--- src/rtl/ti_sbox_pkg.sv ---
// Shared types, constants and GF(2^8) helpers for the 3-share threshold AES S-box.
// Also used by the optional inverse S-box path, which is enabled by SBOX_INV_EN.
package ti_sbox_pkg;

  typedef enum logic [1:0] {IDLE, LOAD, CALC, OUT} state_e;

  localparam int          NUM_SHARES        = 3;
  localparam int          PIPE_DEPTH        = 4;
  localparam logic [15:0] LFSR_POLY         = 16'hB400;  // x^16+x^14+x^13+x^11+1, right-shift Galois
  localparam logic [15:0] LFSR_SEED_DEFAULT = 16'hACE1;
  localparam logic [7:0]  AFF_FWD_C         = 8'h63;
  localparam logic [7:0]  AFF_INV_C         = 8'h05;

  typedef logic [NUM_SHARES-1:0][7:0] shares_t;

  // Multiplication modulo the AES polynomial x^8+x^4+x^3+x+1.
  function automatic logic [7:0] gf_mul(input logic [7:0] a, input logic [7:0] b);
    logic [7:0] p;
    logic [7:0] aa;
    p  = 8'h00;
    aa = a;
    for (int i = 0; i < 8; i++) begin
      if (b[i]) p = p ^ aa;
      aa = {aa[6:0], 1'b0} ^ ({8{aa[7]}} & 8'h1B);
    end
    return p;
  endfunction

  function automatic logic [7:0] gf_sq(input logic [7:0] a);
    return gf_mul(a, a);
  endfunction

  function automatic logic [7:0] rotl(input logic [7:0] b, input int n);
    logic [15:0] d;
    d = {b, b} << n;
    return d[15:8];
  endfunction

  // Linear parts of the affine maps; the constant is added on one share only.
  function automatic logic [7:0] aff_fwd_lin(input logic [7:0] b);
    return b ^ rotl(b, 1) ^ rotl(b, 2) ^ rotl(b, 3) ^ rotl(b, 4);
  endfunction

  function automatic logic [7:0] aff_inv_lin(input logic [7:0] b);
    return rotl(b, 1) ^ rotl(b, 3) ^ rotl(b, 6);
  endfunction

endpackage

--- src/rtl/ti_sbox_core.sv ---
// Shared GF(2^8) inversion viewed as a quadratic extension of GF(2^4): a^-1 = a^16 * N^14 with norm
// N = a^17 in the GF(2^4) subfield; four TI multiplier stages, each resharing into a register. SBOX_INV_EN adds inverse mode.
module ti_sbox_core
  import ti_sbox_pkg::*;
(
  input  logic        clk,
  input  logic        rst_n,
  input  logic        en_i,
  input  logic        inv_i,
  input  logic [15:0] rnd_i,
  input  shares_t     x_i,
  output shares_t     y_o
);

  // Non-complete 3-share product: output share i never sees input share i.
  function automatic shares_t ti_mul(input shares_t a, input shares_t b);
    shares_t c;
    c[0] = gf_mul(a[1], b[1]) ^ gf_mul(a[1], b[2]) ^ gf_mul(a[2], b[1]);
    c[1] = gf_mul(a[2], b[2]) ^ gf_mul(a[2], b[0]) ^ gf_mul(a[0], b[2]);
    c[2] = gf_mul(a[0], b[0]) ^ gf_mul(a[0], b[1]) ^ gf_mul(a[1], b[0]);
    return c;
  endfunction

  function automatic shares_t reshare(input shares_t c, input logic [15:0] r);
    shares_t o;
    o[0] = c[0] ^ r[7:0];
    o[1] = c[1] ^ r[15:8];
    o[2] = c[2] ^ r[7:0] ^ r[15:8];
    return o;
  endfunction

  function automatic shares_t sq_n(input shares_t a, input int n);
    shares_t o;
    o = a;
    for (int j = 0; j < 4; j++) begin
      if (j < n) begin
        for (int i = 0; i < NUM_SHARES; i++) o[i] = gf_sq(o[i]);
      end
    end
    return o;
  endfunction

  shares_t a_in;
  shares_t a_p1_q, a_p1_d, n_p1_q, n_p1_d;
  shares_t a_p2_q, a_p2_d, n_p2_q, n_p2_d, t_p2_q, t_p2_d;
  shares_t a_p3_q, a_p3_d, u_p3_q, u_p3_d;
  shares_t y_p4_q, y_p4_d;
  shares_t inv_p4;
  logic    fwd_out;

`ifdef SBOX_INV_EN
  assign fwd_out = ~inv_i;
  always_comb begin
    a_in = x_i;
    if (inv_i) begin
      for (int i = 0; i < NUM_SHARES; i++) a_in[i] = aff_inv_lin(x_i[i]);
      a_in[0] = a_in[0] ^ AFF_INV_C;
    end
  end
`else
  logic unused_inv;
  assign unused_inv = inv_i;
  assign fwd_out    = 1'b1;
  assign a_in       = x_i;
`endif

  always_comb begin
    // stage 1: norm N = a * a^16
    a_p1_d = a_in;
    n_p1_d = reshare(ti_mul(a_in, sq_n(a_in, 4)), rnd_i);
    // stage 2: N^6 = N^2 * N^4
    a_p2_d = a_p1_q;
    n_p2_d = n_p1_q;
    t_p2_d = reshare(ti_mul(sq_n(n_p1_q, 1), sq_n(n_p1_q, 2)), rnd_i);
    // stage 3: N^14 = N^6 * N^8, the subfield inverse of N
    a_p3_d = a_p2_q;
    u_p3_d = reshare(ti_mul(t_p2_q, sq_n(n_p2_q, 3)), rnd_i);
    // stage 4: a^-1 = a^16 * N^14, then the output affine map
    inv_p4 = reshare(ti_mul(sq_n(a_p3_q, 4), u_p3_q), rnd_i);
    y_p4_d = inv_p4;
    if (fwd_out) begin
      for (int i = 0; i < NUM_SHARES; i++) y_p4_d[i] = aff_fwd_lin(inv_p4[i]);
      y_p4_d[0] = y_p4_d[0] ^ AFF_FWD_C;
    end
  end

  always_ff @(posedge clk or negedge rst_n) begin
    if (!rst_n) begin
      a_p1_q <= '0;
      n_p1_q <= '0;
      a_p2_q <= '0;
      n_p2_q <= '0;
      t_p2_q <= '0;
      a_p3_q <= '0;
      u_p3_q <= '0;
      y_p4_q <= '0;
    end else if (en_i) begin
      a_p1_q <= a_p1_d;
      n_p1_q <= n_p1_d;
      a_p2_q <= a_p2_d;
      n_p2_q <= n_p2_d;
      t_p2_q <= t_p2_d;
      a_p3_q <= a_p3_d;
      u_p3_q <= u_p3_d;
      y_p4_q <= y_p4_d;
    end
  end

  assign y_o = y_p4_q;

endmodule

--- src/rtl/ti_sbox.sv ---
// Top: share loading FSM, mask LFSR and output share serializer around ti_sbox_core.
// Define SBOX_INV_EN to let uio_in[1] (sampled with share x0) select the inverse S-box.
module ti_sbox
  import ti_sbox_pkg::*;
#(
  parameter logic [15:0] LFSR_SEED = LFSR_SEED_DEFAULT
) (
  input  logic       clk,
  input  logic       rst_n,
  input  logic       ena,
  input  logic [7:0] ui_in,
  output logic [7:0] uo_out,
  input  logic [7:0] uio_in,
  output logic [7:0] uio_out,
  output logic [7:0] uio_oe
);

  state_e      state_q, state_d;
  logic [1:0]  k_q, k_d;
  logic [1:0]  cnt_q, cnt_d;
  shares_t     x_q, x_d;
  logic        inv_q, inv_d;
  logic [15:0] lfsr_q, lfsr_d;
  logic        in_load, inv_sel, core_en, out_ready, busy;
  shares_t     y;
  logic        unused_in;

  assign in_load   = uio_in[0];
  assign unused_in = ^{ena, uio_in[7:1]};
`ifdef SBOX_INV_EN
  assign inv_sel = uio_in[1];
`else
  assign inv_sel = 1'b0;
`endif

  assign lfsr_d = {1'b0, lfsr_q[15:1]} ^ (lfsr_q[0] ? LFSR_POLY : 16'h0000);

  always_comb begin
    state_d = state_q;
    k_d     = k_q;
    cnt_d   = cnt_q;
    x_d     = x_q;
    inv_d   = inv_q;
    core_en = 1'b0;
    unique case (state_q)
      IDLE, LOAD: begin
        if (in_load) begin
          case (k_q)
            2'd0:    begin x_d[0] = ui_in; inv_d = inv_sel; end
            2'd1:    x_d[1] = ui_in;
            default: x_d[2] = ui_in;
          endcase
          if (k_q == 2'd2) begin
            state_d = CALC;
            cnt_d   = 2'd0;
          end else begin
            state_d = LOAD;
            k_d     = k_q + 2'd1;
          end
        end
      end
      CALC: begin
        core_en = 1'b1;
        if (cnt_q == 2'd3) begin
          state_d = OUT;
          cnt_d   = 2'd0;
        end else begin
          cnt_d = cnt_q + 2'd1;
        end
      end
      OUT: begin
        if (cnt_q == 2'd2) begin
          state_d = IDLE;
          k_d     = 2'd0;
          cnt_d   = 2'd0;
        end else begin
          cnt_d = cnt_q + 2'd1;
        end
      end
      default: state_d = IDLE;
    endcase
  end

  always_ff @(posedge clk or negedge rst_n) begin
    if (!rst_n) begin
      state_q <= IDLE;
      k_q     <= 2'd0;
      cnt_q   <= 2'd0;
      x_q     <= '0;
      inv_q   <= 1'b0;
      lfsr_q  <= LFSR_SEED;
    end else begin
      state_q <= state_d;
      k_q     <= k_d;
      cnt_q   <= cnt_d;
      x_q     <= x_d;
      inv_q   <= inv_d;
      lfsr_q  <= lfsr_d;
    end
  end

  ti_sbox_core u_core (
    .clk   (clk),
    .rst_n (rst_n),
    .en_i  (core_en),
    .inv_i (inv_q),
    .rnd_i (lfsr_q),
    .x_i   (x_q),
    .y_o   (y)
  );

  assign out_ready = (state_q == OUT);
  assign busy      = (state_q == CALC) || (state_q == OUT);

  always_comb begin
    uo_out = 8'h00;
    if (out_ready) begin
      case (cnt_q)
        2'd0:    uo_out = y[0];
        2'd1:    uo_out = y[1];
        default: uo_out = y[2];
      endcase
    end
  end

  assign uio_out = {3'b000, busy, out_ready, 3'b000};
  assign uio_oe  = 8'h18;

endmodule

--- config.mk ---
export PLATFORM = sky130hd
export DESIGN_NAME = ti_sbox
export DESIGN_NICKNAME = d
export VERILOG_FILES = /design/src/rtl/ti_sbox_pkg.sv /design/src/rtl/ti_sbox_core.sv /design/src/rtl/ti_sbox.sv
export SDC_FILE = /design/constraint.sdc
export NUM_CORES = 2
export LEC_CHECK = 0
export ABC_AREA = 0
export BUFFER_PORTS_ARGS = -buffer_cell sky130_fd_sc_hd__buf_2
export CORE_AREA = 2 2 399 401
export CTS_CLUSTER_SIZE = 10
export DETAILED_ROUTE_END_ITERATION = 8
export DIE_AREA = 0 0 401 403
export GPL_ROUTABILITY_DRIVEN = 0
export PLACE_DENSITY_LB_ADDON = 0.1
export SLEW_MARGIN = 20
export SYNTH_ARGS = -nofsm -noshare
export SYNTH_HDL_FRONTEND = slang
export SYNTH_SLANG_ARGS = --single-unit
--- constraint.sdc ---
create_clock -name clk -period 18.5 [get_ports clk]
set_input_delay 0.925 -clock clk [delete_from_list [all_inputs] [get_ports clk]]
set_output_delay 0.925 -clock clk [all_outputs]
set_load 0.01 [all_outputs]
After elaboration in Yosys (flattened, before gate mapping) --
Index checks and enable logic that the tools add are counted. W data, S select, Z words.
Cells by class: add/sub/neg operators 2, equal/unequal tests 13, mux-type cells 617, bitwise gates (word level) 895, reduce and logical (&&, ||, !) cells 13
Operator list (count):
- $mux W8 | 601
- $xor A8 B8 Y8 | 577
- $xor A8 B5 Y8 | 315
- $mux W2 | 10
- $mux W16 | 1
- $pmux W8 S2 | 1
- $xor A15 B16 Y16 | 1
- $pmux W2 S3 | 2
- $reduce_and A3 Y1 | 4
- $eq A2 B2 Y1 const B | 5
- $ne A2 B2 Y1 const B | 4
- $eq A2 B1 Y1 const B | 3
- $logic_not A2 Y1 | 3
- $add A2 B1 Y2 const B | 2
- $not A4 Y4 | 1
- $pmux W2 S2 | 1
- $reduce_and A4 Y1 | 1
- $reduce_or A2 Y1 | 2
- $ne A2 B1 Y1 const B | 1
- $reduce_and A2 Y1 | 1
- $reduce_bool A2 Y1 | 1
- $logic_or A1 B1 Y1 | 1
- $mux W1 | 1
- $not A1 Y1 | 1
Word-level totals: register bits 238, bits of input ports 19

Logic depth before layout (Yosys ltp) --
depth in word-level cells 83, gate-level depth with buffers 41

By module --
From an unflattened synthesis, not the netlist that was laid out.
Unflattened totals: cells, all modules 8738, area, all modules 62899.1 µm²
By module, submodules not included:
- ti_sbox_core | instances 1, cells an instance 8579, area an instance 60882.1 µm²
- ti_sbox | instances 1, cells an instance 159, area an instance 2016.9 µm²

Worst setup path before layout --
No wires, ideal clock.
path type reg-to-reg, start point register u_core.a_p3_q[8] (netlist name), end point register u_core.y_p4_q, in the netlist u_core.y_o[0], setup time 130 ps, arrival time 9545 ps, setup slack 8824 ps, cell stages (with the launch flop) 38, path buffers 5, clock period less this slack 9676 ps, cells stage by stage dfrtp_1 ha_1 buf_6 mux2i_1 xnor3_1 xnor2_1 inv_1 ha_1 xnor2_1 xnor2_1 a21oi_2 xor2_4 inv_4 buf_6 buf_6 ha_1 clkbuf_1 xor3_1 [... 2 more ...] nor2_1 ha_1 xnor3_1 nor2_1 a2111oi_0 o21ai_0 a21o_1 buf_2 xnor2_2 xnor3_1 or4_1 o211ai_2 xnor3_1 xnor3_2 xor2_2 xor2_2 xor2_1 o21ai_1
On the way: word-level cells in the longest chain between the ends 83, elaborated cells between the ends (all ways) 133, those cells by class mux (48); bitwise (85)
RTL lines:
- from (decl) | line ti_sbox_core.sv:46 | shares_t a_p3_q, a_p3_d, u_p3_q, u_p3_d;
- from (signal assigned) | line ti_sbox_core.sv:103 | a_p3_q <= a_p3_d;
- $mux W8 | line ti_sbox_pkg.sv:23 | if (b[i]) p = p ^ aa;
- $xor A8 B8 Y8 | line ti_sbox_pkg.sv:23
- $mux W8 | line ti_sbox_pkg.sv:23
- $xor A8 B8 Y8 | line ti_sbox_pkg.sv:23
- $mux W8 | line ti_sbox_pkg.sv:23
- $xor A8 B8 Y8 | line ti_sbox_pkg.sv:23
- $mux W8 | line ti_sbox_pkg.sv:23
- $xor A8 B8 Y8 | line ti_sbox_pkg.sv:23
- [... 64 more ...]
- $mux W8 | line ti_sbox_pkg.sv:23
- $xor A8 B8 Y8 | line ti_sbox_pkg.sv:23
- $mux W8 | line ti_sbox_pkg.sv:23
- $xor A8 B8 Y8 * (2 in series) | line ti_sbox_core.sv:18 | c[0] = gf_mul(a[1], b[1]) ^ gf_mul(a[1], b[2]) ^ gf_mul(a[2], b[1]);
- $xor A8 B8 Y8 * | line ti_sbox_core.sv:26 | o[0] = c[0] ^ r[7:0];
- $xor A8 B8 Y8 (3 in series) | line ti_sbox_pkg.sv:41 | return b ^ rotl(b, 1) ^ rotl(b, 2) ^ rotl(b, 3) ^ rotl(b, 4);
- $xor A8 B8 Y8 * | line ti_sbox_pkg.sv:41
- $not A4 Y4 (no line) *
- to (signal assigned) | line ti_sbox_core.sv:105 | y_p4_q <= y_p4_d;
- to (decl) | line ti_sbox_core.sv:47 | shares_t y_p4_q, y_p4_d;
Every way passes the cells marked *; elsewhere a longest branch is shown, timed or not. A chain may end at the register's enable or synchronous reset.

Worst setup path after layout --
start point register u_core.a_p3_q[15] (netlist name), end point register u_core.y_p4_q, in the netlist u_core.y_o[2]
On the way: word-level cells in the longest chain between the ends 82, elaborated cells between the ends (all ways) 132, those cells by class mux (48); bitwise (84)
RTL lines (line):
- $xor A8 B5 Y8 or $mux W8 (tied branches) | ti_sbox_pkg.sv:24, ti_sbox_pkg.sv:23
- $xor A8 B8 Y8 | ti_sbox_pkg.sv:23
- $mux W8 | ti_sbox_pkg.sv:23
- $xor A8 B8 Y8 | ti_sbox_pkg.sv:23
- $mux W8 | ti_sbox_pkg.sv:23
- $xor A8 B8 Y8 | ti_sbox_pkg.sv:23
- $mux W8 | ti_sbox_pkg.sv:23
- $xor A8 B8 Y8 | ti_sbox_pkg.sv:23
- [... 63 more ...]
- $xor A8 B8 Y8 | ti_sbox_pkg.sv:23
- $mux W8 | ti_sbox_pkg.sv:23
- $xor A8 B8 Y8 | ti_sbox_pkg.sv:23
- $mux W8 | ti_sbox_pkg.sv:23
- $xor A8 B8 Y8 * (2 in series) | ti_sbox_core.sv:18
- $xor A8 B8 Y8 * | ti_sbox_core.sv:26
- $xor A8 B8 Y8 (3 in series) | ti_sbox_pkg.sv:41
- $xor A8 B8 Y8 * | ti_sbox_pkg.sv:41
Marks and branches as above.

==> impl_results.md <==
- CTS tree: built
- Status: complete, no violations
- Worst clock skew: 0.0367 ns
- Initial Util: 0.397
- FF-to-FF path depth: 29
- DRC violations left: 0
- Critical path capture point type: flip-flop
- Share of cells above drive strength 1: 0.0943
- Worst Path Arrival: 12.80 ns
- Yosys cell types: 119
- Clock transition at path regs: 0.06 ns
- Largest net degree at the start of global routing: 85
- Part of the Yosys area used for sequential elements: 0.0954
- H-tree levels: 2
- Core Area: 157000 um2
- Gr usage total: 0.294
- Mapped Cells: 8679
- Slowest stage cell, crit path: xor3_1
- Post-synth EDFFs: 0
- Most common cell on crit path: xnor2_1
- DR vias: 61600
- WL final: 248000 um
- Vias/cell: 5.85
- Die Ht: 403 um
- Initial antenna violation count: 11
- Max incr delay on CP: 1.02 ns
- Hold crit path type: in -> async
- Port Buffers: 20
- Hold Buf Count CTS: 0
- DRT iter0 DRCs: 6886
- Fin. max-slew vios: 0
- CP max FO: 21
- Die area: 162000 um2
- IO Count: 43
- Crit path launch type: flip-flop
- # setup viols final: 0
- Synth top area cells: xnor2_1 (26%), dfrtp_1 (9.2%), xor2_1 (7.8%)
- Resized cells post-CTS: 0
- Area share of the largest cell type after synthesis: 0.263
- CTS Buf Count: 34
- Nets@finish: 8511
- Fin crit period: 12.30 ns
- First-pass GRT wire length: 367000 um
- Worst slack at placement: 6.39 ns
- Area growth syn-to-layout: 7.05%
- Setup bufs post-CTS: 0
- Req. time, crit path: 19.00 ns
- Synth async-reset ratio: 1.00
- Post-Syn Area: 62500 um2
- Vias in the first global route: 56000
- Flops & latches, synth: 238
- Crit Path Category: reg -> reg
- HPWL Detailed: 183000 um
- Setup TNS: 0 ns
- Final hold vios: 0
- Final setup margin: 6.20 ns
- CTS sink count: 238
- Worst rel slew slack: 0.102
- Maxcap violations: 0
- R2r setup slk: 6.20 ns
- Synth Warn #: 0
- Cell Rows: 146
- Antenna-violating nets left: 0
- Router iterations before antenna repair: 6
- Post-synth top flop: dfrtp_1
- Wirelength per Cell: 23.5 um
- Syn Area/Cell: 7.21 um2
- Dominant cell type by area after synthesis: xnor2_1
- RSZ-0062 raised after global routing: no
- Max Root-Sink Buffers: 3
- Worst-Margin Slew: 1.35 ns
- Top cells by count, synth: xnor2_1 (1881), nand2_1 (979), nor2_1 (845), o21ai_0 (664), a21oi_1 (577)
- GRT overflow: 0
- Fmax: 0.0813 GHz
- Root Driver: clkbuf_16
- Fin crit share: 0.665
- Die width: 401 um
- Most frequent cell after synthesis: xnor2_1
- Clock latency on the worst-skew pair: 0.59 ns
## metrics by stage
step	cell area, um2	util	instances	hold slack (ns)
final	67000	0.425	10500	0.300
after global routing	67000	0.425	10500	0.333
after CTS	66900	0.425	10500	0.322
after detailed placement	65800	0.418	10500	0.471
after global placement	65800	0.418	10500	0.465
after floorplan	62600	-	8691	0.352
## critical path: cells and delay by family (launching register included)
family / cells / cell delay, ns
xor gates and xnor gates: 15 / 6.61
buffers and inverters: 3 / 1.11
adders and majority gates: 4 / 1.94
DFF: 1 / 0.74
AOI/OAI and AO/OA: 3 / 0.72
and+or+nand+nor: 4 / 1.01
## cell type report
class                           instances  area (um2)
Timing Repair Buffer                  377        2790
Multi-Input combinational cell       7673       54000
Sequential cell                       238        5970
Antenna cell                            2        5.00
Tap cell                             2072        2590
Clock inverter                         12         165
Fill cell                           16500       90500
Clock buffer                           49         948
Inverter                              121         457
## state kept, by name, summed over array words and instances, names as in the netlist
| signal | flops |
|---|---|
| u_core.a_p1_q | 24 |
| u_core.a_p2_q | 24 |
| u_core.a_p3_q | 24 |
| u_core.n_p1_q | 24 |
| u_core.n_p2_q | 24 |
| u_core.t_p2_q | 24 |
| u_core.u_p3_q | 24 |
| u_core.y_o | 24 |
| x_q | 24 |
| lfsr_q | 16 |
| cnt_q | 2 |
| k_q | 2 |
| state_q | 2 |
## logic make-up (layout without fill, tap and decap cells)
family / Yosys count / in the layout / share of synthesized area
AO/OA/AOI/OAI: 2192 / 2192 / 0.215
buffers and inverters: 780 / 559 / 0.0505
XOR/XNOR: 2623 / 2623 / 0.405
AND/OR/NAND/NOR: 2487 / 2487 / 0.172
other: 2 / 16 / 0.000120
flip-flops: 238 / 238 / 0.0954
multiplexers: 308 / 308 / 0.0527
adder cells (fa/ha/maj): 49 / 49 / 0.00972
## worst paths after layout
path	start	to
setup / recovery	u_core.a_p3_q[15]$_DFFE_PN0P_	u_core.y_o[2]$_DFFE_PN0P_
hold / removal	rst_n	u_core.a_p3_q[8]$_DFFE_PN0P_
setup reg to reg	u_core.a_p3_q[15]$_DFFE_PN0P_	u_core.y_o[2]$_DFFE_PN0P_
hold reg to reg	u_core.a_p1_q[19]$_DFFE_PN0P_	u_core.a_p1_q[19]$_DFFE_PN0P_
max in group asynchronous	rst_n	x_q[4]$_DFFE_PN0P_
min in group clk	u_core.a_p1_q[19]$_DFFE_PN0P_	u_core.a_p1_q[19]$_DFFE_PN0P_
## cell usage in the layout, fill, tap and decap left out, types with 104 or more instances in the layout
| cell | synthesis | routed |
|---|---|---|
| a22oi_1 | 197 | 197 |
| a21oi_1 | 577 | 577 |
| xnor3_1 | 104 | 104 |
| mux2_2 | 160 | 160 |
| nand2_1 | 979 | 979 |
| buf_4 | 29 | 357 |
| xnor2_1 | 1881 | 1830 |
| nor3_1 | 164 | 163 |
| o21ai_0 | 664 | 664 |
| nand3_1 | 132 | 132 |
| nor2_1 | 845 | 845 |
| xor2_1 | 555 | 537 |
| mux2i_1 | 146 | 146 |
| o22ai_1 | 191 | 191 |
| dfrtp_1 | 230 | 229 |
## metal layers
metal	vias to the layer above	GRT usage	part of all wire	routed length (um)
met1	29200	0.399	0.43	106000
met5	-	0	0.00014	34
met4	6	0.130	0.050	12300
li1	29200	-	-	-
met3	559	0.0456	0.084	20800
met2	2677	0.460	0.44	108000
Power is left out: the tool's default activity adds up to more than one toggle a clock period on the data nets, which glitch-free logic cannot reach.
